$ cat config.mk
export PLATFORM = sky130hd
export DESIGN_NAME = alu_cmd_issuer
export DESIGN_NICKNAME = d
export VERILOG_FILES = /design/src/rtl/alu_cmd_issuer.sv
export SDC_FILE = /design/constraint.sdc
export NUM_CORES = 1
export LEC_CHECK = 0
export CORE_ASPECT_RATIO = 0.75
export CORE_MARGIN = 3
export CORE_UTILIZATION = 53
export CTS_BUF_LIST = sky130_fd_sc_hd__clkbuf_4
export DETAILED_ROUTE_END_ITERATION = 7
export PLACE_DENSITY = 0.88
export SKIP_CTS_REPAIR_TIMING = 1
export SYNTH_ARGS = -nofsm -noshare
export SYNTH_HDL_FRONTEND = slang
export SYNTH_SLANG_ARGS = --single-unit
$ cat constraint.sdc
create_clock -name clk -period 2.6 [get_ports clk]
set_input_delay 0.26 -clock clk [delete_from_list [all_inputs] [get_ports clk]]
set_output_delay 0.26 -clock clk [all_outputs]
set_load 0.02 [all_outputs]
$ cat src/rtl/alu_cmd_issuer.sv
// Command-side initiator for the 16-bit accumulator ALU: one command per handshake in,
// sequences the ALU load/execute/capture timing, and returns result/error on a response port.
module alu_cmd_issuer #(
    parameter int WIDTH       = 16,
    parameter int EXEC_CYCLES = 1,
    parameter int CNT_W       = 8
) (
    input  logic             clk,
    input  logic             rst,
    input  logic             cmd_valid,
    output logic             cmd_ready,
    input  logic [3:0]       cmd_op,
    input  logic [WIDTH-1:0] cmd_a,
    input  logic [WIDTH-1:0] cmd_b,
    input  logic             cmd_chain,
    input  logic             cmd_clear,
    output logic [WIDTH-1:0] alu_a,
    output logic [WIDTH-1:0] alu_b,
    output logic [3:0]       alu_opcode,
    output logic             alu_load,
    output logic             alu_rst,
    input  logic [WIDTH-1:0] alu_result,
    input  logic             alu_err,
    output logic             rsp_valid,
    input  logic             rsp_ready,
    output logic [WIDTH-1:0] rsp_result,
    output logic             rsp_err,
    output logic [CNT_W-1:0] err_count
);

    localparam int EW = (EXEC_CYCLES > 1) ? $clog2(EXEC_CYCLES) : 1;
    localparam logic [3:0] OP_NOP = 4'd0;
    localparam logic [3:0] OP_FIRST_ILLEGAL = 4'd14;

    typedef enum logic [2:0] {
        S_IDLE,
        S_CLEAR,
        S_LOAD,
        S_EXEC,
        S_CAPTURE,
        S_RESP
    } state_t;

    state_t           r_state,      w_state;
    logic             r_cmd_ready,  w_cmd_ready;
    logic [WIDTH-1:0] r_alu_a,      w_alu_a;
    logic [WIDTH-1:0] r_alu_b,      w_alu_b;
    logic [3:0]       r_alu_opcode, w_alu_opcode;
    logic             r_alu_load,   w_alu_load;
    logic             r_alu_rst,    w_alu_rst;
    logic             r_rsp_valid,  w_rsp_valid;
    logic [WIDTH-1:0] r_rsp_result, w_rsp_result;
    logic             r_rsp_err,    w_rsp_err;
    logic [CNT_W-1:0] r_err_count,  w_err_count;
    logic [WIDTH-1:0] r_acc,        w_acc;
    logic [3:0]       r_op,         w_op;
    logic [EW-1:0]    r_cnt,        w_cnt;
    logic             r_err,        w_err;
    logic             w_accept;

    // r_cmd_ready is only ever high in IDLE, so it doubles as the accept qualifier.
    assign w_accept = r_cmd_ready & cmd_valid;

    // Every registered output is computed here from the state being entered, so the
    // ALU and response ports see clean flop outputs.
    always_comb begin
        // NOTE: every target gets its hold value first; any path that skips an assignment
        // would otherwise infer a latch.
        w_state      = r_state;
        w_cmd_ready  = r_cmd_ready;
        w_alu_a      = r_alu_a;
        w_alu_b      = r_alu_b;
        w_alu_opcode = r_alu_opcode;
        w_alu_load   = r_alu_load;
        w_alu_rst    = r_alu_rst;
        w_rsp_valid  = r_rsp_valid;
        w_rsp_result = r_rsp_result;
        w_rsp_err    = r_rsp_err;
        w_err_count  = r_err_count;
        w_acc        = r_acc;
        w_op         = r_op;
        w_cnt        = r_cnt;
        w_err        = r_err;

        case (r_state)
            S_IDLE: begin
                w_alu_rst    = 1'b0;
                w_alu_opcode = OP_NOP;
                w_alu_load   = 1'b0;
                w_cmd_ready  = ~w_accept;
                if (w_accept) begin
                    if (cmd_clear) begin
                        w_state   = S_CLEAR;
                        w_alu_rst = 1'b1;
                    end else if (cmd_op >= OP_FIRST_ILLEGAL) begin
                        w_state      = S_RESP;
                        w_rsp_valid  = 1'b1;
                        w_rsp_result = r_acc;
                        w_rsp_err    = 1'b1;
                    end else begin
                        w_state    = S_LOAD;
                        w_op       = cmd_op;
                        w_alu_a    = cmd_chain ? r_acc : cmd_a;
                        w_alu_b    = cmd_b;
                        w_alu_load = 1'b1;
                    end
                end
            end
            S_CLEAR: begin
                w_state      = S_RESP;
                w_alu_rst    = 1'b0;
                w_acc        = '0;
                w_rsp_valid  = 1'b1;
                w_rsp_result = '0;
                w_rsp_err    = 1'b0;
            end
            S_LOAD: begin
                w_state      = S_EXEC;
                w_alu_opcode = r_op;
                w_cnt        = EW'(EXEC_CYCLES - 1);
            end
            S_EXEC: begin
                if (r_cnt == '0) begin
                    w_state      = S_CAPTURE;
                    w_err        = alu_err;
                    w_alu_opcode = OP_NOP;
                    w_alu_load   = 1'b0;
                end else begin
                    w_cnt = r_cnt - 1'b1;
                end
            end
            S_CAPTURE: begin
                // The accumulator follows the ALU even on error, so a later chain sees it.
                w_state      = S_RESP;
                w_acc        = alu_result;
                w_rsp_valid  = 1'b1;
                w_rsp_result = alu_result;
                w_rsp_err    = r_err;
            end
            S_RESP: begin
                if (rsp_ready) begin
                    w_state     = S_IDLE;
                    w_rsp_valid = 1'b0;
                    w_cmd_ready = 1'b1;
                    if (r_rsp_err && (r_err_count != {CNT_W{1'b1}})) begin
                        w_err_count = r_err_count + 1'b1;
                    end
                end
            end
            default: begin
                w_state     = S_IDLE;
                w_cmd_ready = 1'b0;
            end
        endcase
    end

    // Reset holds the ALU in its own reset and aborts any in-flight command.
    always_ff @(posedge clk or negedge rst) begin
        if (!rst) begin
            r_state      <= S_IDLE;
            r_cmd_ready  <= 1'b0;
            r_alu_a      <= '0;
            r_alu_b      <= '0;
            r_alu_opcode <= OP_NOP;
            r_alu_load   <= 1'b0;
            r_alu_rst    <= 1'b1;
            r_rsp_valid  <= 1'b0;
            r_rsp_result <= '0;
            r_rsp_err    <= 1'b0;
            r_err_count  <= '0;
            r_acc        <= '0;
            r_op         <= OP_NOP;
            r_cnt        <= '0;
            r_err        <= 1'b0;
        end else begin
            // NOTE: non-blocking updates so every flop samples pre-edge values.
            r_state      <= w_state;
            r_cmd_ready  <= w_cmd_ready;
            r_alu_a      <= w_alu_a;
            r_alu_b      <= w_alu_b;
            r_alu_opcode <= w_alu_opcode;
            r_alu_load   <= w_alu_load;
            r_alu_rst    <= w_alu_rst;
            r_rsp_valid  <= w_rsp_valid;
            r_rsp_result <= w_rsp_result;
            r_rsp_err    <= w_rsp_err;
            r_err_count  <= w_err_count;
            r_acc        <= w_acc;
            r_op         <= w_op;
            r_cnt        <= w_cnt;
            r_err        <= w_err;
        end
    end

    assign cmd_ready  = r_cmd_ready;
    assign alu_a      = r_alu_a;
    assign alu_b      = r_alu_b;
    assign alu_opcode = r_alu_opcode;
    assign alu_load   = r_alu_load;
    assign alu_rst    = r_alu_rst;
    assign rsp_valid  = r_rsp_valid;
    assign rsp_result = r_rsp_result;
    assign rsp_err    = r_rsp_err;
    assign err_count  = r_err_count;

endmodule

Yosys cells after proc, flatten, opt, wreduce, memory -nomap -nowiden:

Index checks and enable logic that the tools add are counted.

* output and inout port bits: 65
* register bits: 90

* bitwise logic cells: 6
* mux-type cells: 32
* reduce and logical (&&, ||, !) cells: 20
* eq/ne operators: 11
* add/sub/neg operators: 2
* $lt $le $gt $ge: 1

Operator list (number)
* $mux W16: 4
* $pmux W16 S3: 1
* $pmux W16 S2: 1
* $mux W3: 5
* $pmux W3 S5: 1
* $mux W1: 12
* $pmux W4 S3: 1
* $ne A2 B2 Y1 const B: 5
* $pmux W1 S3: 3
* $reduce_bool A3 Y1: 3
* $add A8 B1 Y8 const B: 1
* $ne A8 B8 Y1 const B: 1
* $reduce_and A2 Y1: 4
* $reduce_and A4 Y1: 2
* $reduce_bool A2 Y1: 4
* $eq A3 B2 Y1 const B: 2
* $eq A3 B3 Y1 const B: 2
* $pmux W1 S2: 3
* $reduce_and A3 Y1: 2
* $not A1 Y1: 5
* $reduce_and A5 Y1: 1
* $ge A4 B4 Y1 const B: 1
* $mux W4: 1
* $reduce_or A4 Y1: 1
* 6 further kinds: 6

Depth between registers and ports, before layout:

Gate-level depths: netlist of the first run.

* depth after elaboration: 5
* mapped depth: 6
* gate-level depth less buffers: 4

Worst setup path after synthesis of the first run:

Ideal clock, no wire load.

* path type: reg2reg
* start point: reg r_cmd_ready, in the netlist cmd_ready
* end point: reg r_rsp_result[10], in the netlist rsp_result[10]
* setup time: 0.125 ns
* clock period less this slack: 1.819 ns
* cell stages (with the launch flop): 7
* arrival: 1.694 ns
* slack: 0.781 ns
* path through: dfrtp_1 clkbuf_2 and4bb_1 a221o_1 buf_6 buf_6 mux2_4

* cells in the longest elaborated chain, start to end: 3

Ends and longest elaborated chain
* from (decl): line 45 `logic r_cmd_ready, w_cmd_ready;`
* from (signal assigned): line 178 `r_cmd_ready <= w_cmd_ready;`
* $and A1 B1 Y1: line 62 `assign w_accept = r_cmd_ready & cmd_valid;`
* $ne A2 B2 Y1 (no line)
* $reduce_and A4 Y1 (no line)
* to (signal assigned): line 185 `r_rsp_result <= w_rsp_result;`
* to (decl): line 52 `logic [WIDTH-1:0] r_rsp_result, w_rsp_result;`

No other way between the ends.
A chain may end at the register's enable or synchronous reset.

Worst setup path in the final report of the first run:

* start point: reg r_state[2]
* end point: reg r_err_count[5], in the netlist err_count[5]

* cells in the longest elaborated chain, start to end: 2

Ends and longest elaborated chain
* from (decl): line 44 `state_t r_state, w_state;`
* from (signal assigned): line 177 `r_state <= w_state;`
* $eq A3 B3 Y1: line 85 `case (r_state)`
* $reduce_and A3 Y1 (no line)
* to (signal assigned): line 187 `r_err_count <= w_err_count;`
* to (decl): line 54 `logic [CNT_W-1:0] r_err_count, w_err_count;`

No other way between the ends.

==> results of run 1 <==
[cells by family (layout without fill, tap and decap cells)]
family / count (synthesis) / count (layout) / share of synthesized area [%]
flip-flops: 89 / 89 / 53.2
multiplexers: 75 / 75 / 20.9
AND/OR/NAND/NOR: 71 / 71 / 13.4
AO/OA/AOI/OAI: 43 / 43 / 8.36
buffers and inverters: 27 / 153 / 3.37
XOR/XNOR: 2 / 2 / 0.418
adder cells (fa/ha/maj): 1 / 1 / 0.299
[synthesized netlist by cell type, types with 2 or more instances]
cell / count / area share [%]
sky130_fd_sc_hd__o21a_1: 2 / 0.36
sky130_fd_sc_hd__buf_6: 2 / 0.54
sky130_fd_sc_hd__a21o_1: 3 / 0.54
sky130_fd_sc_hd__nor2b_1: 2 / 0.30
sky130_fd_sc_hd__nand3_1: 6 / 0.72
sky130_fd_sc_hd__a211o_1: 16 / 3.3
sky130_fd_sc_hd__a221oi_1: 2 / 0.42
sky130_fd_sc_hd__a32o_1: 4 / 0.96
sky130_fd_sc_hd__a221o_1: 2 / 0.48
sky130_fd_sc_hd__nand4_1: 2 / 0.30
sky130_fd_sc_hd__nand2b_1: 4 / 0.60
sky130_fd_sc_hd__buf_2: 10 / 1.2
sky130_fd_sc_hd__inv_1: 3 / 0.27
sky130_fd_sc_hd__and4b_1: 2 / 0.48
sky130_fd_sc_hd__xnor2_1: 2 / 0.42
sky130_fd_sc_hd__mux2_2: 65 / 17
sky130_fd_sc_hd__dfrtp_1: 88 / 53
sky130_fd_sc_hd__and4bb_2: 5 / 1.5
sky130_fd_sc_hd__clkbuf_1: 7 / 0.63
sky130_fd_sc_hd__nor3b_1: 19 / 3.4
sky130_fd_sc_hd__o21ai_0: 5 / 0.60
sky130_fd_sc_hd__nor2_1: 5 / 0.45
sky130_fd_sc_hd__buf_4: 3 / 0.54
sky130_fd_sc_hd__nand2_1: 3 / 0.27
sky130_fd_sc_hd__nor3_1: 3 / 0.36
sky130_fd_sc_hd__nor4bb_1: 11 / 2.6
sky130_fd_sc_hd__a31oi_1: 2 / 0.30
sky130_fd_sc_hd__mux2_4: 9 / 3.2
[worst reg2reg max path, delay by kind of cell (launching register included)]
family                 cells  cell delay (ns)
flip-flops                 1             0.82
AND/OR/NAND/NOR            2             0.42
multiplexers               1             0.36
buffers and inverters      1             0.34
[power by group]
| group | switching [W] | internal [W] | leakage [nW] |
|---|---|---|---|
| clock network | 0.000462 | 0.000284 | 0.0692 |
| logic | 0.00140 | 0.00166 | 1.33 |
| registers | 0.000450 | 0.00196 | 1.14 |
| total | 0.00231 | 0.00390 | 2.53 |
[final timing paths]
kind | startpoint | endpoint | slack (ns) | cells past startpoint
setup / recovery | r_state[2] | err_count[5] | 0.57 | 4
hold reg to reg | alu_opcode[3] | alu_opcode[3] | 0.51 | 1
min in group asynchronous | rst | alu_a[1] | 0.45 | 2
setup reg to reg | r_state[2] | err_count[5] | 0.57 | 4
max in group asynchronous | rst | alu_a[7] | 1.45 | 3
hold / removal | cmd_b[6] | alu_b[6] | 0.42 | 2
[layer usage]
metal  up-vias  part of all wire (%)  GRT usage, %
met4         0                   1.3          5.39
met5         -                     0             0
li1       1407                     -             -
met3        12                   9.1          8.39
met1      1524                    42          29.7
met2       111                    47          35.7
[state kept, by name (all words and copies together), names as in the netlist, 3 cells and up]
signal / cells
rsp_result: 16
alu_opcode: 4
r_state: 3
alu_a: 16
alu_b: 16
err_count: 8
r_op: 4
r_acc: 16
[final cells by class]
| type | instances | area [sq um] | area share [%] |
|---|---|---|---|
| clock buffer | 9 | 67.6 | 1.20 |
| clock inverter | 6 | 60.1 | 1.07 |
| inverter | 3 | 11.3 | 0.200 |
| multi-input combinational | 192 | 1820 | 32.3 |
| sequential | 89 | 2230 | 39.5 |
| tap | 101 | 126 | 2.24 |
| timing repair buffer | 135 | 1320 | 23.4 |
[per-stage QoR]
step	hold WS, ns	total power, W	area [sq um]	worst slack [ns]	util [%]
final	0.417	0.00622	5640	0.566	75.1
after global routing	0.386	0.00660	5640	0.463	75.1
after CTS	-0.0680	0.00625	5630	0.590	75.0
after detailed placement	0.415	0.00551	5500	0.574	73.3
after global placement	0.409	0.00538	5500	0.601	73.3
after floorplan	-0.0356	0.00428	4190	0.781	-
==> results.txt, run 1 <==
- During I/O placement, the number of pins put on the boundary was 124.
* Instance count of the mapped netlist: 308
* Drt total wl: about 9700 um
- 0 antenna diodes ended up in the layout.
* CTS tree: yes
- Synthesis-to-finish area growth: 34.5%
- For this run, the leading register cell type out of synthesis is sky130_fd_sc_hd__dfrtp_1.
- Slew Viols, Final: 0
- Vias in the first global route: roughly 3200
- During placement, the flow inserted port buffers numbering around 120.
- Status: finished, final reports clean
- Setup violations remaining at the end of the flow were counted as 0.
- Entering global routing, the biggest net connects 67 pins.
- Setup TNS: 0 ns
- For this run, the number of Yosys warnings is 0.
* Number of detailed-route iterations in the first pass: 4
- The path class of the tightest hold or removal check is input port to flop.
* First-pass GRT wire length: about 16000 um
- The die covers around 9000 sq um.
* Layout net count: 490
- By startpoint and endpoint, the worst setup path is classified as flop to flop.
- CTS Root Cell: sky130_fd_sc_hd__clkbuf_4
- Leakage power: 2.53 nW
- For this design the ratio of total power to cell area is about 1100 nW/um^2.
- Final cell count without fillers: ~540
- Number of synthesized flops with an enable pin: 0
- Filler instances: 527
* Core area: between 7000 and 8000 sq um
- Die height: ~83 um
* Worst setup EP type: flop
- Post-Syn Area per Cell: roughly 14 sq um
- Synthesis inferred 89 register bits.
- After clock tree synthesis, the clock-pin slew on the worst setup and hold paths is approximately 0.15 ns.
* Remaining DRCs: 0
- The detailed router placed 3054 vias in this run.
- After detailed routing, the number of vias per cell comes to 5.71.
* Max-Slew Margin vs Limit: about 46%
* Crit path launch type: flop
- Required time of the critical path: between 2 and 3 ns
- Number of distinct standard cells referenced by the synthesized netlist: 49
* Overall routing resource usage: between 20% and 30%
- Data on the critical path arrives at its endpoint at between 2 and 2.5 ns.
* Number of clock sinks: between 80 and 90
- The routed design could run at a clock period as short as around 2.0 ns.
- For this run, the slowest stage of the critical path takes between 0.8 and 0.9 ns.
- Highest clock frequency the design can meet: slightly below 500 MHz
- Dividing the detail-routed wire length by the instance count gives about 18 um.
* Width of the chip: approximately 110 um
- Synthesis produced a netlist with a net count of ~370.
- Portion of the clock cycle consumed by the worst path in the final layout: about 80%
- The number of placed instances, taps included, is roughly 520.
* Hold violation count in the final report: 0
* Final clock skew: ~0.019 ns
* RD Place Congestion: 0.797
- The critical path goes through buf_4 -> nand4b_4 -> nor3_1 -> mux2_2.
- The number of antenna violations at the first check in global routing was 0.
* Clock network latency to the later pin of the worst-skew pair: ~0.44 ns
* Worst ir drop on vdd: roughly 0.78 mV
- In this run, the number of DRC markers left after iteration 0 of detailed routing was 120.
- The library cell used most frequently in the layout, excluding fill and tap cells, is sky130_fd_sc_hd__clkdlybuf4s50_1.
- Number of max-capacitance violations reported: 0
- Share of the yosys chip area belonging to registers: 53.2%
- Worst path buffer plus inverter count: 1
- Post-DP HPWL: 6960 um
- Number of rows created at floorplan: 27
- Syn Std Cell Area: about 4200 sq um
* Number of buffers created by CTS: 9
* Commonest non-fill, non-tap cells in the layout: sky130_fd_sc_hd__clkdlybuf4s50_1 (122), sky130_fd_sc_hd__dfrtp_1 (88), sky130_fd_sc_hd__mux2_2 (65), sky130_fd_sc_hd__nor3b_1 (19), sky130_fd_sc_hd__a211o_1 (16)
- Crit path max fanout: 21
* RSZ-0062 raised after global routing: false
- The clock passes through at most 2 buffers.
- Grt total ovfl: 0
- The cell family contributing the most delay on the critical path is flip-flops.
- The slowest stage of the critical path belongs to the cell sky130_fd_sc_hd__dfrtp_1.
* CTS H-tree lvls: 3
- Share of layout cells above drive strength 1: approximately a quarter
* Actual slew at the worst max-slew pin: about 0.81 ns
- Post-route ant nets: 0
* Starting Density: between 50% and 60%
- Async set-or-reset flop fraction in the synthesized netlist: 100%
No activity file was read; power rests on OpenSTA's default activity.
==> run 2, diff against run 1 <==
--- a/config.mk
+++ b/config.mk
@@ -7,10 +7,10 @@
 export LEC_CHECK = 0
 export CORE_ASPECT_RATIO = 0.75
 export CORE_MARGIN = 3
-export CORE_UTILIZATION = 53
+export CORE_UTILIZATION = 44
 export CTS_BUF_LIST = sky130_fd_sc_hd__clkbuf_4
 export DETAILED_ROUTE_END_ITERATION = 7
-export PLACE_DENSITY = 0.88
+export PLACE_DENSITY = 0.78
 export SKIP_CTS_REPAIR_TIMING = 1
 export SYNTH_ARGS = -nofsm -noshare
 export SYNTH_HDL_FRONTEND = slang
==> constraint.sdc (replaced) <==
create_clock -name clk -period 1.65 [get_ports clk]
set_input_delay 0.165 -clock clk [delete_from_list [all_inputs] [get_ports clk]]
set_output_delay 0.165 -clock clk [all_outputs]
set_load 0.02 [all_outputs]
==> results.txt, run 2 (synthesis gave the netlist of run 1 again) <==
* Global Route met1 Usage: 26.1% (-3.6 points)
* Hold violation count in the final report: 0 (unchanged)
- Reg-to-reg startpoint: r_state[1]
* Overall routing resource usage: 19.3% (-3.3 points)
- Worst reg2reg endpoint: rsp_result[11]
* CTS H-tree lvls: 3 (unchanged)
- The first-pass iteration count of the detailed router came to 5 (+1).
* Critical path launch point: r_state[1]
- RD Place Congestion: 0.827 (+3.8%)
- The reported leakage power is 3.48 nW (+38%).
- Total via count after detailed routing: 3150 (+3.1%)
- Grt total ovfl: 0 (unchanged)
* Global-route track usage on met2: 29.2% (-6.6 points)
* Layout net count: 518 (+5.7%)
* Drt total wl: 10200 um (+4.6%)
- The pin count of the biggest net entering global routing was 90 (+34%).
- The number of CTS-inserted buffers came to 9 (unchanged).
- Failing checks: negative setup slack
- Commonest non-fill, non-tap cell in the layout: sky130_fd_sc_hd__dfrtp_1
- DR WL/cell: 17.2 um (-5.3%)
- Worst setup path class: flop to flop
* Met3 Usage GRT: 7.33% (-1.1 points)
- STA classifies the critical path startpoint as a flop.
- Slew Viols, Final: 0 (unchanged)
- The maximum number of buffers from clock root to sink came to 2 (unchanged).
* Vias in the first global route: 3348 (+5.0%)
* Clock slew at reported path FFs: 0.12 ns (-0.03 ns)
* Area of the die: 10700 sq um (+19%)
- Filler instances: 684 (+30%)
- met2 is the most crowded layer.
- Hold WC Path Type: input port to asynchronous set/reset pin
- The upper clock frequency limit is 606 MHz (+23%).
- First-pass GRT wire length: 16700 um (+3.8%)
* Number of rows created at floorplan: 30 (+11%)
- Number of clock sinks: 89 (unchanged)
* RSZ-0062 raised after global routing: true
* Number of antenna violations at the first check in global routing: 0 (unchanged)
- PortBufs: 123 (unchanged)
* Status: complete, but fails checks
- Portion of the clock cycle consumed by the worst path in the final layout: 100% (+22 points)
* Final clock skew: 0.0156 ns (-0.00316 ns)
- TritonCTS built the clock tree.
- Post-DP HPWL: 7130 um (+2.4%)
* Pre-CTS WS: -0.193 ns (-0.767 ns)
* Number of ports placed on the die boundary: 124 (unchanged)
- The post-route setup TNS was -0.000921 ns (-0.000921 ns).
- Avg Vias per Cell: 5.33 (-6.6%)
* CTS Root Cell: sky130_fd_sc_hd__clkbuf_4
- Required time of the critical path: 1.97 ns (-0.95 ns)
- The setup slack of the critical path after layout came to -0.000921 ns (-0.567 ns).
- The number of maximum-capacitance violations came to 0 (unchanged).
- Synthesis-to-finish area growth: 47.3%
- Width of the chip: 119 um (+9.2%)
- Worst r2r path cells: 4 (unchanged)
- Share of layout cells above drive strength 1: 32.0% (+6.4 points)
- The die height came to 90.5 um (+9.0%).
- The worst-margin pin slew came to 0.471 ns (-0.337 ns).
- Following the worst setup path forward leads to its endpoint at rsp_result[11].
- Commonest non-fill, non-tap cells in the layout: sky130_fd_sc_hd__dfrtp_1 (85), sky130_fd_sc_hd__mux2_2 (65), sky130_fd_sc_hd__clkdlybuf4s50_1 (65), sky130_fd_sc_hd__dlymetal6s2s_1 (57), sky130_fd_sc_hd__buf_4 (24)
- Total power after layout: 0.0101 W (+62%)
- The clock latency of the later-clocked register in the worst-skew pair came to 0.44 ns (about the same).
* Max-Slew Margin vs Limit: 68.6% (+22 points)
* Number of design-rule violations left by the first detailed-router iteration: 174 (+45%)
- The biggest fanout along the worst timing path came to 17 (-19%).
- The time the final worst path needs with I/O delays and setup was 1.65 ns (-0.383 ns).
- The remaining design rule violation count came to 0 (unchanged).
- Starting Density: 45.8% (-10 points)
- The final setup violation count is 1 (+1).
- Post-route ant nets: 0 (unchanged)
- Core area: 9160 sq um (+22%)
- Arrival time reported for the critical path endpoint: 1.97 ns (-0.38 ns)
- Post-route core utilization: 67.4% (-7.8 points)
* Worst ir drop on vdd: 0.845 mV (+7.9%)
- The power density over cell area was 1640 nW/um^2 (+48%).
* Worst setup EP type: flop
* Slack of the worst reg-to-reg path: -0.0009 ns (-0.57 ns)
- Antenna cells: 0 (unchanged)
==> run 2: cell types whose count changed in the layout (fill, tap and decap cells not counted), sizes merged <==
cell,before,now
buf,12,39
bufinv,1,0
clkdlybuf4s50,122,65
clkbuf,9,15
dlymetal6s2s,0,57
clkinv,4,2
clkinvlp,1,0
==> run 2: routing by layer <==
layer / vias to the layer above / routed length (um)
met4: 0 / 118
met3: 14 / 717
li1: 1471 / -
met2: 120 / 4690
met1: 1545 / 4630
met5: - / 0
==> run 2: final cells by class <==
class                      count  area, sq um  area share [%]
multi-input combinational    192         1860            30.1
tap                          128          160            2.59
timing repair buffer         163         1800            29.1
clock buffer                  14          105            1.70
clock inverter                 2         8.76           0.142
sequential                    89         2230            36.2
inverter                       3         11.3           0.182
==> run 2: worst min-delay path by stage <==
stage | from | to | slack, ns | depth (start not counted)
2_1_floorplan | rst | alu_a[0] | -0.13 | 0
3_3_place_gp | rst | err_count[4] | 0.24 | 2
3_5_place_dp | rst | err_count[6] | 0.24 | 2
4_1_cts | rst | r_acc[0] | -0.26 | 2
5_1_grt | cmd_b[7] | alu_b[7] | 0.30 | 2
6_report | rst | err_count[4] | 0.29 | 3
==> run 2: where the power goes <==
group | total (W) | switching, W | leakage, nW | internal, W
logic | 0.00534 | 0.00241 | 2.28 | 0.00293
clock network | 0.00107 | 0.000683 | 0.0699 | 0.000391
registers | 0.00369 | 0.000598 | 1.13 | 0.00309
==> run 2: through the flow <==
step	hold WS, ns	instances	instance area (sq um)
3_5_place_dp	0.244	567	5750
4_1_cts	-0.263	583	5870
3_3_place_gp	0.244	567	5750
6_report	0.294	591	6170
2_1_floorplan	-0.131	308	4200
5_1_grt	0.296	591	6170
==> run 2: critical path, cell delays in order (launching register included) <==
cell	delay [ns]
sky130_fd_sc_hd__dfrtp_2	0.49
sky130_fd_sc_hd__and4bb_1	0.24
sky130_fd_sc_hd__a221o_1	0.33
sky130_fd_sc_hd__buf_12	0.18
sky130_fd_sc_hd__mux2_4	0.30
